<file path="config.mk">
export PLATFORM = sky130hd
export DESIGN_NAME = multicycle_mem_arbiter
export DESIGN_NICKNAME = d
export VERILOG_FILES = /design/src/rtl/multicycle_mem_arbiter.sv
export SDC_FILE = /design/constraint.sdc
export NUM_CORES = 1
export LEC_CHECK = 0
export ABC_AREA = 1
export BUFFER_PORTS_ARGS = -buffer_cell sky130_fd_sc_hd__buf_2
export CORE_MARGIN = 8
export CORE_UTILIZATION = 46
export CTS_CLUSTER_DIAMETER = 50
export DETAILED_ROUTE_END_ITERATION = 12
export PLACE_DENSITY = 0.84
export SYNTH_ARGS = -nofsm -noshare
export SYNTH_HDL_FRONTEND = slang
export SYNTH_SLANG_ARGS = --single-unit
</file>
<file path="constraint.sdc">
create_clock -name clock -period 1.8 [get_ports clock]
set_input_delay 0.09 -clock clock [delete_from_list [all_inputs] [get_ports clock]]
set_output_delay 0.09 -clock clock [all_outputs]
set_load 0.01 [all_outputs]
</file>
<file path="src/rtl/multicycle_mem_arbiter.sv">
// Round-robin arbiter sharing one variable-latency memory port between the core
// (requester 0) and a DMA/loader port (requester 1); one transaction in flight.
module multicycle_mem_arbiter #(
  parameter int ADDR_W         = 32,
  parameter int DATA_W         = 32,
  parameter int TIMEOUT_CYCLES = 64
) (
  input  logic                  clock,
  input  logic                  reset,
  input  logic                  c_req,
  input  logic                  c_we,
  input  logic [ADDR_W-1:0]     c_addr,
  input  logic [DATA_W-1:0]     c_wdata,
  input  logic [DATA_W/8-1:0]   c_be,
  output logic                  c_ack,
  output logic [DATA_W-1:0]     c_rdata,
  input  logic                  d_req,
  input  logic                  d_we,
  input  logic [ADDR_W-1:0]     d_addr,
  input  logic [DATA_W-1:0]     d_wdata,
  input  logic [DATA_W/8-1:0]   d_be,
  output logic                  d_ack,
  output logic [DATA_W-1:0]     d_rdata,
  output logic                  m_req,
  output logic                  m_we,
  output logic [ADDR_W-1:0]     m_addr,
  output logic [DATA_W-1:0]     m_wdata,
  output logic [DATA_W/8-1:0]   m_be,
  input  logic                  m_ack,
  input  logic [DATA_W-1:0]     m_rdata,
  output logic                  bus_err,
  output logic                  owner
);

  localparam int CNT_W = (TIMEOUT_CYCLES > 0) ? $clog2(TIMEOUT_CYCLES + 1) : 1;
  localparam logic [CNT_W-1:0] CNT_LIM = CNT_W'(TIMEOUT_CYCLES);
  localparam bit TO_EN = (TIMEOUT_CYCLES != 0);

  typedef enum logic [1:0] {IDLE, BUSY, RESP} state_t;

  state_t              state_q, state_d;
  logic                last_grant;
  logic [CNT_W-1:0]    cnt_q, cnt_inc;
  logic                grant, gnt_dma, done_ok, done_to;
  logic [DATA_W-1:0]   resp_data;

  always_ff @(posedge clock) begin
    if (reset) state_q <= IDLE;
    else       state_q <= state_d;
  end

  // On a tie the requester that did not win last time is granted.
  always_comb begin
    state_d   = state_q;
    grant     = 1'b0;
    gnt_dma   = 1'b0;
    done_ok   = 1'b0;
    done_to   = 1'b0;
    cnt_inc   = cnt_q + CNT_W'(1);
    case (state_q)
      IDLE: begin
        if (c_req || d_req) begin
          grant   = 1'b1;
          gnt_dma = d_req && (!c_req || !last_grant);
          state_d = BUSY;
        end
      end
      BUSY: begin
        if (m_ack) begin
          done_ok = 1'b1;
          state_d = RESP;
        end else if (TO_EN && (cnt_inc == CNT_LIM)) begin
          done_to = 1'b1;
          state_d = RESP;
        end
      end
      RESP:    state_d = IDLE;
      default: state_d = IDLE;
    endcase
    resp_data = (done_ok && !m_we) ? m_rdata : '0;
  end

  always_ff @(posedge clock) begin
    if (reset) begin
      m_req      <= 1'b0;
      m_we       <= 1'b0;
      m_addr     <= '0;
      m_wdata    <= '0;
      m_be       <= '0;
      owner      <= 1'b0;
      last_grant <= 1'b1;
      cnt_q      <= '0;
      c_ack      <= 1'b0;
      d_ack      <= 1'b0;
      bus_err    <= 1'b0;
      c_rdata    <= '0;
      d_rdata    <= '0;
    end else begin
      c_ack   <= 1'b0;
      d_ack   <= 1'b0;
      bus_err <= 1'b0;
      if (grant) begin
        m_req      <= 1'b1;
        m_we       <= gnt_dma ? d_we    : c_we;
        m_addr     <= gnt_dma ? d_addr  : c_addr;
        m_wdata    <= gnt_dma ? d_wdata : c_wdata;
        m_be       <= gnt_dma ? d_be    : c_be;
        owner      <= gnt_dma;
        last_grant <= gnt_dma;
        cnt_q      <= '0;
      end
      // Completion (ack or timeout) registers the response shown during RESP.
      if (done_ok || done_to) begin
        m_req   <= 1'b0;
        bus_err <= done_to;
        c_ack   <= !owner;
        d_ack   <= owner;
        if (owner) d_rdata <= resp_data;
        else       c_rdata <= resp_data;
      end else if (TO_EN && (state_q == BUSY)) begin
        cnt_q <= cnt_inc;
      end
    end
  end

endmodule
</file>
==> results of run 1 <==
## worst max-delay path, stage by stage (launching register included)
cell and delay (ns):
dfxtp_2 0.36, ha_4 0.18, nand3_4 0.09, o21ai_2 0.15
nand2_2 0.09, nor2_4 0.15, nand3_4 0.16, nand2_8 0.17
clkbuf_16 0.17, nand3_1 0.09, nand2_1 0.11, nor2_1 0.04
## layout by cell type, fill, tap and decap left out, drive strengths merged, types with 2 or more instances in the layout
master and count:
clkinv 6, nand3 60, o22ai 69, nor2 97, inv 48, nand2 152
dlymetal6s4s 2, clkbuf 33, diode 4, buf 352, dlygate4sd3 103, bufinv 2
o21ai 77, nor3 2, a21oi 124, ha 2, dfxtp 148
## stage by stage
stage | total power [mW] | TNS, ns | area, um^2 | instances
2_1_floorplan | 4.68 | 0 | 6240 | 851
3_3_place_gp | 5.42 | -0.0351 | 8020 | 1294
3_5_place_dp | 5.45 | -1.83 | 8020 | 1294
4_1_cts | 9.30 | -0.0402 | 9920 | 1447
5_1_grt | 9.94 | -6.99 | 10500 | 1460
6_report | 9.61 | -1.10 | 10500 | 1461
## power breakdown
group,leakage [nW],internal (mW),switching (mW),total [mW]
Combinational,3.47,0.952,1.31,2.27
Clock,0.304,2.26,1.34,3.61
Sequential,1.22,3.56,0.176,3.74
## synthesized netlist by cell type (5+ instances only)
master,number,area share
a21oi_1,124,0.10
dfxtp_1,148,0.48
nor2_1,93,0.056
nand2_1,150,0.090
inv_1,45,0.027
buf_2,5,0.0040
buf_1,7,0.0042
buf_4,9,0.011
o21ai_0,73,0.059
clkbuf_1,48,0.029
o22ai_1,69,0.069
nand3_1,56,0.045
## registers in the layout (all words and copies together) (netlist names), 2 cells and up
name,flops
m_be,4
m_wdata,32
m_addr,32
cnt_q,7
state_q,2
d_rdata,32
c_rdata,32
## cell type report
type	instances	share of cell area
Antenna cell	4	0.000956
Multi-Input combinational cell	587	0.306
Inverter	49	0.0184
Clock inverter	7	0.00884
Tap cell	176	0.0210
Clock buffer	25	0.0492
Sequential cell	148	0.283
Timing Repair Buffer	465	0.312
## routing by layer
layer / wire length (um) / GRT usage / vias up
li1: - / - / 3731
met1: 10500 / 0.325 / 3803
met2: 14400 / 0.490 / 720
met3: 3650 / 0.117 / 167
met4: 2190 / 0.210 / 0
met5: 0 / 0 / -
## final timing paths
| path | slack (ns) | endpoint |
|---|---|---|
| worst max-delay path | -0.08 | d_rdata[8] |
| worst min-delay path | -0.01 | m_wdata[4] |
| worst max register to register | -0.08 | d_rdata[8] |
| worst min register to register | 0.47 | c_rdata[20] |
## kinds of logic (layout without fill, tap and decap cells)
| logic type | Yosys count | in the layout | share of synthesized area |
|---|---|---|---|
| AND/OR/NAND/NOR | 308 | 312 | 0.205 |
| AO/OA/AOI/OAI | 272 | 272 | 0.234 |
| flip-flops | 148 | 148 | 0.475 |
| buffers and inverters | 120 | 546 | 0.0811 |
| adder cells (fa/ha/maj) | 2 | 2 | 0.00401 |
| XOR/XNOR | 1 | 1 | 0.00140 |
| other | 0 | 4 | 0 |
## repair_timing
item | in CTS | in global routing
setup buffers | 1 | 13
setup endpoints to repair | 68 | 112
cloned | 4 | 9
pin swaps | 3 | 24
gates resized for setup | 11 | 88
hold buffers | 116 | 4
hold endpoints to repair | 64 | 4
==> out/summary.txt, run 1 <==
Status -> finished, violations left
Failing checks -> hold timing, setup timing
Area growth, synth to finish -> 68.0%
Type of destination of the critical path -> flip-flop
Fillers -> 802
Syn_nets -> 1028
Max Fclk -> 531 MHz
Cells after Synth -> 851
Die W -> 132 um
Register area share after synthesis -> 0.475
Vias -> 8421
Sink Count -> 148
Avg Vias per Cell -> 5.76
Post-synth EDFFs -> 0
Max Buffers Root-to-Sink -> 2
Hold depth -> 3
Setup violators final -> 44
Clock Skews -> 0.0101 ns
Crit path launch -> cnt_q[1]
Main synth FF type -> dfxtp_1
#FFs+latches synth -> 148
Nets -> 1445
PwrDens -> 918 nW/um^2
RD Place Congestion -> 0.846
Avg Inst Size Synth -> 7.33 um^2
Initial antenna violation count -> 3
Critical path class -> flip-flop to flip-flop
Die Y -> 132 um
Post-DP HPWL -> 16200 um
Final Util -> 0.791
Hold Slack -> -0.0130 ns
Die area -> 17500 um^2
I/O Pins -> 313
Clk Latency, worst-skew pair -> 0.42 ns
CTS Buf Count -> 17
Vias in the first global route -> 7960
WL per Instance -> 21.0 um
Path category of the worst min-delay check -> input port to flip-flop
IO Port Bufs -> 312
DRC Markers -> 0
Reg2reg start -> cnt_q[1]
Largest net degree at the start of global routing -> 64
DR iter-0 viols -> 747
Initial Util -> 0.471
Fin crit period -> 1.88 ns
TritonRoute pass-1 iters -> 9
Critical path data required time -> 2.12 ns
CTS tree -> built
Worst-path clk slew -> 0.06 ns
First-pass GRT wire length -> 42900 um
Fin. Hold Viols -> 3
GRT Overall Usage -> 0.304
PnR worst setup slack -> -0.0839 ns
Layout cells sized above 1 -> 0.374
VDD IR max -> 565 uV
Reg2Reg Depth -> 11
FP Rows -> 42
Netlist Area Pre-Place -> 6240 um^2
Async S/R FF share, synth -> 0
Maxcap violations -> 0
Leak -> 5.00 nW
Core area -> 13200 um^2
Slew Viols, Final -> 0
Post-route ant nets -> 0
GRT Residual Overflow -> 0
Area of the multi-input gates -> 3210 um^2
Yosys Warn Count -> 0
Final critical-path share of the clock period -> 1.05
Least-Margin Pin Slew -> 0.533 ns
Critical Path Fanout Max -> 9
Crit path launch type -> flip-flop
Register area -> 2970 um^2
Slew margin rel. -> 0.644
CP arrival -> 2.20 ns
Setup WS pre-CTS -> -0.0853 ns
CTS root buf -> clkbuf_16
RSZ-0062 raised after global routing -> true
H-tree depth -> 4
Hold_sp -> d_wdata[4]
Library cells used by synthesis -> 28
Routed WL -> 30800 um
No activity file was read; power rests on OpenSTA's default activity.
==> run 2, diff against run 1 <==
--- a/config.mk
+++ b/config.mk
@@ -11,7 +11,7 @@
 export CORE_UTILIZATION = 46
 export CTS_CLUSTER_DIAMETER = 50
 export DETAILED_ROUTE_END_ITERATION = 12
-export PLACE_DENSITY = 0.84
+export PLACE_DENSITY = 0.82
 export SYNTH_ARGS = -nofsm -noshare
 export SYNTH_HDL_FRONTEND = slang
 export SYNTH_SLANG_ARGS = --single-unit
==> out/summary.txt, run 2 (synthesis gave the netlist of run 1 again) <==
Status -> finished, violations left
Failing checks -> setup timing
Sequential Power Share -> 0.396 (+0.007)
Critical Path Max Stage Delay -> 0.37 ns (about the same)
Leak -> 4.92 nW (-1.5%)
Critical Path Fanout Max -> 7 (-2)
Core area -> 13200 um^2 (unchanged)
Sink Count -> 148 (unchanged)
WL per Instance -> 20.6 um (-2.1%)
RSZ-0062 raised after global routing -> true
DR iter-0 viols -> 973 (+30%)
Max Fclk -> 523 MHz (-1.5%)
Type of destination of the critical path -> flip-flop
Clock Skews -> 0.0120 ns (+0.00191 ns)
Routed WL -> 30100 um (-2.2%)
Post-DP HPWL -> 16100 um (-0.67%)
Least-Margin Pin Slew -> 0.500 ns (-0.0335 ns)
Hold depth -> 3 (unchanged)
PwrDens -> 924 nW/um^2 (+0.71%)
Crit path launch type -> flip-flop
Maxcap violations -> 0 (unchanged)
Most common cell after layout, fill and taps aside -> buf_2
CP arrival -> 2.23 ns (+0.03 ns)
Reg2Reg Depth -> 11 (unchanged)
PnR worst setup slack -> -0.113 ns (-0.0295 ns)
Die area -> 17500 um^2 (unchanged)
Final critical-path share of the clock period -> 1.06 (+0.0164)
RD Place Congestion -> 0.865 (+2.3%)
Area of the multi-input gates -> 2980 um^2 (-7.1%)
Final Util -> 0.772 (-0.0194)
IO Port Bufs -> 312 (unchanged)
Die W -> 132 um (unchanged)
VDD IR max -> 724 uV (+28%)
GRT Overall Usage -> 0.313 (+0.00901)
Critical path class -> flip-flop to flip-flop
Path category of the worst min-delay check -> input port to flip-flop
Critical Path Stages -> 11 (unchanged)
Clk Latency, worst-skew pair -> 0.43 ns (about the same)
Vias in the first global route -> 8060 (+1.3%)
I/O Pins -> 313 (unchanged)
Most frequent cells in the layout -> buf_2, dfxtp_1, nand2_1
TritonRoute pass-1 iters -> 8 (-1)
Max Buffers Root-to-Sink -> 2 (unchanged)
CTS root buf -> clkbuf_16
Avg Vias per Cell -> 5.80 (+0.70%)
CP max stage cell -> dfxtp_2
P_sw -> 2.80 mW (-1.2%)
Critical path data required time -> 2.12 ns (about the same)
DP Area -> 8000 um^2 (-0.22%)
Sw Ratio -> 0.296 (+0.00154)
Combinational share of power -> 0.226 (-0.010)
Slew Viols, Final -> 0 (unchanged)
Initial Util -> 0.471 (unchanged)
Fillers -> 873 (+8.9%)
Nets -> 1446 (+0.069%)
Cell mode on critical path -> nor2_4
DRC Markers -> 0 (unchanged)
CTS tree -> built
TNS Setup -> -3.54 ns (-2.44 ns)
Die Y -> 132 um (unchanged)
Largest net degree at the start of global routing -> 91 (+42%)
Vias -> 8468 (+0.56%)
Final Cell Area -> 10200 um^2 (-2.4%)
Fin crit period -> 1.91 ns (+0.0295 ns)
Layout cells sized above 1 -> 0.338 (-0.0359)
First-pass GRT wire length -> 43900 um (+2.4%)
Area growth, synth to finish -> 63.9%
Crit path max-delay family -> simple AND/OR/NAND/NOR gates
FP Rows -> 42 (unchanged)
Register area -> 2970 um^2 (unchanged)
Worst-path clk slew -> 0.06 ns (about the same)
CTS Buf Count -> 17 (unchanged)
Clk pwr share -> 0.378 (+0.003)
Overall power -> 9.44 mW (-1.8%)
Setup violators final -> 64 (+45%)
CP cell instances -> ha_4, nand3_2, o21ai_2, nand2_2, nor2_4, nand3_4, nand2_8, buf_6, nor2_4, nand2_1, o21ai_1
Initial antenna violation count -> 2 (-1)
GRT Residual Overflow -> 0 (unchanged)
Post-route ant nets -> 0 (unchanged)
H-tree depth -> 4 (unchanged)
Slew margin rel. -> 0.667 (+0.0223)
Fin. Hold Viols -> 0 (-3)
Buffer and inverter count on the worst path -> 1 (unchanged)
Internal cell power -> 6.64 mW (-2.0%)
run 2: cell types whose count changed in the layout (fill, tap and decap cells not counted), sizes merged:
cell	previous run	this run
clkinvlp	0	1
diode	4	2
buf	352	345
dlymetal6s4s	2	0
clkbuf	33	28
nand3	60	57
dlygate4sd3	103	119
run 2: per-stage QoR:
| stage | setup slack [ns] | std cells | hold WS, ns |
|---|---|---|---|
| global route | -0.197 | 1459 | 0.0187 |
| floorplan | 0.0960 | 851 | 0.283 |
| global placement | 0.0280 | 1295 | 0.372 |
| CTS | -0.00952 | 1447 | 0.000375 |
| detailed placement | -0.0460 | 1295 | 0.383 |
| finish | -0.113 | 1459 | 0.00902 |
run 2: what timing repair did:
action,4_1_cts,5_1_grt
cloned,1,7
hold buffers,119,0
gates resized for setup,10,48
pin swaps,3,16
setup endpoints to repair,46,80
buffers inserted,1,3
endpoints found under the hold margin,64,0
run 2: layout make-up:
type,count,area share
multi-input combinational,584,0.291
inverter,49,0.0184
clock inverter,8,0.00980
sequential,148,0.290
tap,176,0.0216
clock buffer,23,0.0478
timing repair buffer,469,0.320
antenna,2,0.000490
run 2: worst register-to-register path: cells and delay by family, from the launching register on:
| family | cells | cell delay [ns] |
|---|---|---|
| simple gates | 7 | 0.85 |
| fa+ha+maj | 1 | 0.18 |
| flops | 1 | 0.37 |
| buf+inv | 1 | 0.16 |
| compound gates | 2 | 0.24 |
run 2: final timing paths:
check	from	to	slack, ns
setup / recovery	cnt_q[0]	cnt_q[2]	-0.11
hold / removal	d_addr[6]	m_addr[6]	0.009
setup reg to reg	cnt_q[0]	cnt_q[2]	-0.11
hold reg to reg	c_rdata[27]	c_rdata[27]	0.47
run 2: power by group through the flow:
| stage | logic [mW] | clock network, mW | registers (mW) |
|---|---|---|---|
| finish | 2.14 | 3.57 | 3.74 |
| global route | 2.26 | 3.72 | 3.75 |
| CTS | 1.91 | 3.55 | 3.70 |
| detailed placement | 1.68 | 0 | 3.76 |
| global placement | 1.66 | 0 | 3.75 |
| floorplan | 0.793 | 0 | 3.89 |
run 2: routing by layer:
metal	track usage	part of all wire	wire [um]
met5	0	0	0
met4	0.212	0.069	2060
met3	0.109	0.12	3670
met2	0.510	0.47	14200
met1	0.338	0.34	10200
==> run 3, diff against run 2 <==
--- a/config.mk
+++ b/config.mk
@@ -7,11 +7,12 @@
 export LEC_CHECK = 0
 export ABC_AREA = 1
 export BUFFER_PORTS_ARGS = -buffer_cell sky130_fd_sc_hd__buf_2
+export CORE_ASPECT_RATIO = 1.25
 export CORE_MARGIN = 8
 export CORE_UTILIZATION = 46
 export CTS_CLUSTER_DIAMETER = 50
 export DETAILED_ROUTE_END_ITERATION = 12
-export PLACE_DENSITY = 0.82
+export PLACE_DENSITY = 0.8
 export SYNTH_ARGS = -nofsm -noshare
 export SYNTH_HDL_FRONTEND = slang
 export SYNTH_SLANG_ARGS = --single-unit
==> out/summary.txt, run 3 (synthesis gave the netlist of run 1 again) <==
Most common cell after layout, fill and taps aside -> buf_2
CTS tree -> built
R2R Path End -> c_rdata[20]
Hold_sp -> m_rdata[13]
Overall power -> 9.29 mW (-1.7%)
Crit path launch -> cnt_q[1]
Type of destination of the critical path -> flip-flop
Avg Vias per Cell -> 5.68 (-2.1%)
Max Buffers Root-to-Sink -> 2 (unchanged)
Sink Count -> 148 (unchanged)
PnR worst setup slack -> -0.0251 ns (+0.0883 ns)
Die Y -> 146 um (+10%)
Final Cell Area -> 10100 um^2 (-1.6%)
VDD IR max -> 567 uV (-22%)
Critical path data required time -> 2.09 ns (-0.03 ns)
Fillers -> 903 (+3.4%)
Critical Path Fanout Max -> 13 (+6)
Setup violators final -> 5 (-92%)
Final critical-path share of the clock period -> 1.01 (-0.0490)
FP Rows -> 47 (+12%)
Least-Margin Pin Slew -> 0.442 ns (-0.0575 ns)
First-pass GRT wire length -> 43500 um (-0.91%)
Slew Viols, Final -> 0 (unchanged)
Initial Util -> 0.471 (about the same)
Fin crit period -> 1.83 ns (-0.0883 ns)
Largest net degree at the start of global routing -> 109 (+20%)
DP Area -> 7950 um^2 (-0.64%)
Routed WL -> 29600 um (-1.6%)
Hold Slack -> 0.0153 ns (+0.00631 ns)
Slew margin rel. -> 0.705 (+0.0383)
Clk Latency, worst-skew pair -> 0.41 ns (-0.02 ns)
RSZ-0062 raised after global routing -> true
IO Port Bufs -> 312 (unchanged)
Reg2Reg Depth -> 11 (unchanged)
Failing checks -> setup timing
Path category of the worst min-delay check -> input port to flip-flop
RD Place Congestion -> 0.872 (+0.74%)
Max Fclk -> 548 MHz (+4.8%)
Maxcap violations -> 0 (unchanged)
Fin. Hold Viols -> 0 (unchanged)
R2r setup slk -> -0.03 ns (+0.09 ns)
I/O Pins -> 313 (unchanged)
Core area -> 13200 um^2 (about the same)
DRC Markers -> 0 (unchanged)
Area growth, synth to finish -> 61.2%
Status -> finished, violations left
Nets -> 1433 (-0.90%)
Leak -> 4.81 nW (-2.2%)
TNS Setup -> -0.0547 ns (+3.48 ns)
Capture point of the critical path -> c_rdata[20]
Crit path launch type -> flip-flop
CTS root buf -> clkbuf_16
Clock Skews -> 0.0106 ns (-0.00145 ns)
WL per Instance -> 20.5 um (-0.48%)
CP arrival -> 2.12 ns (-0.11 ns)
TritonRoute pass-1 iters -> 5 (-3)
Most frequent cells in the layout -> buf_2, dfxtp_1, nand2_1
Post-DP HPWL -> 16600 um (+3.5%)
Critical path class -> flip-flop to flip-flop
Initial antenna violation count -> 2 (unchanged)
DR iter-0 viols -> 1036 (+6.5%)
Final Util -> 0.760 (-0.0119)
PwrDens -> 924 nW/um^2 (about the same)
Layout cells sized above 1 -> 0.335 (-0.00311)
Post-route ant nets -> 0 (unchanged)
Reg2reg start -> cnt_q[1]
Worst-path clk slew -> 0.07 ns (about the same)
Die area -> 17600 um^2 (+0.14%)
Die W -> 120 um (-9.3%)
Hold depth -> 5 (+2)
H-tree depth -> 4 (unchanged)
Vias -> 8190 (-3.3%)
GRT Residual Overflow -> 0 (unchanged)
GRT Overall Usage -> 0.313 (about the same)
Vias in the first global route -> 7860 (-2.5%)
CTS Buf Count -> 17 (unchanged)
-- run 3: changes by cell type in the layout (fill, tap and decap cells not counted), sizes merged, moves of 3 or more --
cell | before | now
buf | 345 | 342
clkbuf | 28 | 23
clkinvlp | 1 | 5
dlygate4sd3 | 119 | 107
inv | 48 | 52
nand3 | 57 | 60
-- run 3: critical path: stages, from the launching register on --
cell and delay (ns):
dfxtp_4 0.37, ha_4 0.16, nand3_2 0.09, o21ai_1 0.13, nand2_1 0.11, nor2_4 0.14
nand3_4 0.16, nand2_8 0.16, buf_12 0.15, nand3_1 0.07, nand2_1 0.10, nor2_1 0.06
-- run 3: how the worst min path moves through the flow --
stage	slack, ns	endpoint
2_1_floorplan	0.28	m_addr[0]
3_3_place_gp	0.37	m_addr[27]
3_5_place_dp	0.38	m_wdata[16]
4_1_cts	0.00004	m_addr[26]
5_1_grt	0.03	m_wdata[9]
6_report	0.02	c_rdata[13]
-- run 3: final cells by class --
class / instances / area, um^2 / share of cell area
Antenna cell: 2 / 5.00 / 0.000498
Clock buffer: 19 / 433 / 0.0431
Clock inverter: 13 / 125 / 0.0124
Inverter: 49 / 188 / 0.0187
Multi-Input combinational cell: 587 / 3000 / 0.298
Sequential cell: 148 / 2970 / 0.296
Tap cell: 171 / 214 / 0.0213
Timing Repair Buffer: 453 / 3120 / 0.310
-- run 3: power by group --
group	internal (mW)	leakage (nW)	switching, mW	total [mW]
Sequential	3.56	1.22	0.167	3.72
Combinational	0.879	3.33	1.26	2.14
Clock	1.92	0.257	1.50	3.42
-- run 3: stage by stage --
step                      setup WS [ns]  instances
final                           -0.0251       1442
after global routing             -0.122       1442
after floorplan                  0.0960        851
after CTS                       0.00515       1429
after detailed placement        -0.0871       1284
after global placement          -0.0184       1284
-- run 3: what timing repair did --
action | CTS | global route
hold endpoints to repair | 58 | 0
cloned | 4 | 8
hold buffers | 107 | 0
endpoints found under the setup margin | 63 | 111
setup buffers | 2 | 3
pin swaps | 4 | 13
resized for setup | 20 | 40
-- run 3: routing by layer --
metal | GRT usage | share of wire | vias to the layer above
met5 | 0 | 0 | -
met2 | 0.487 | 0.45 | 707
met1 | 0.352 | 0.35 | 3632
met3 | 0.114 | 0.13 | 149
met4 | 0.209 | 0.066 | 0
li1 | - | - | 3702
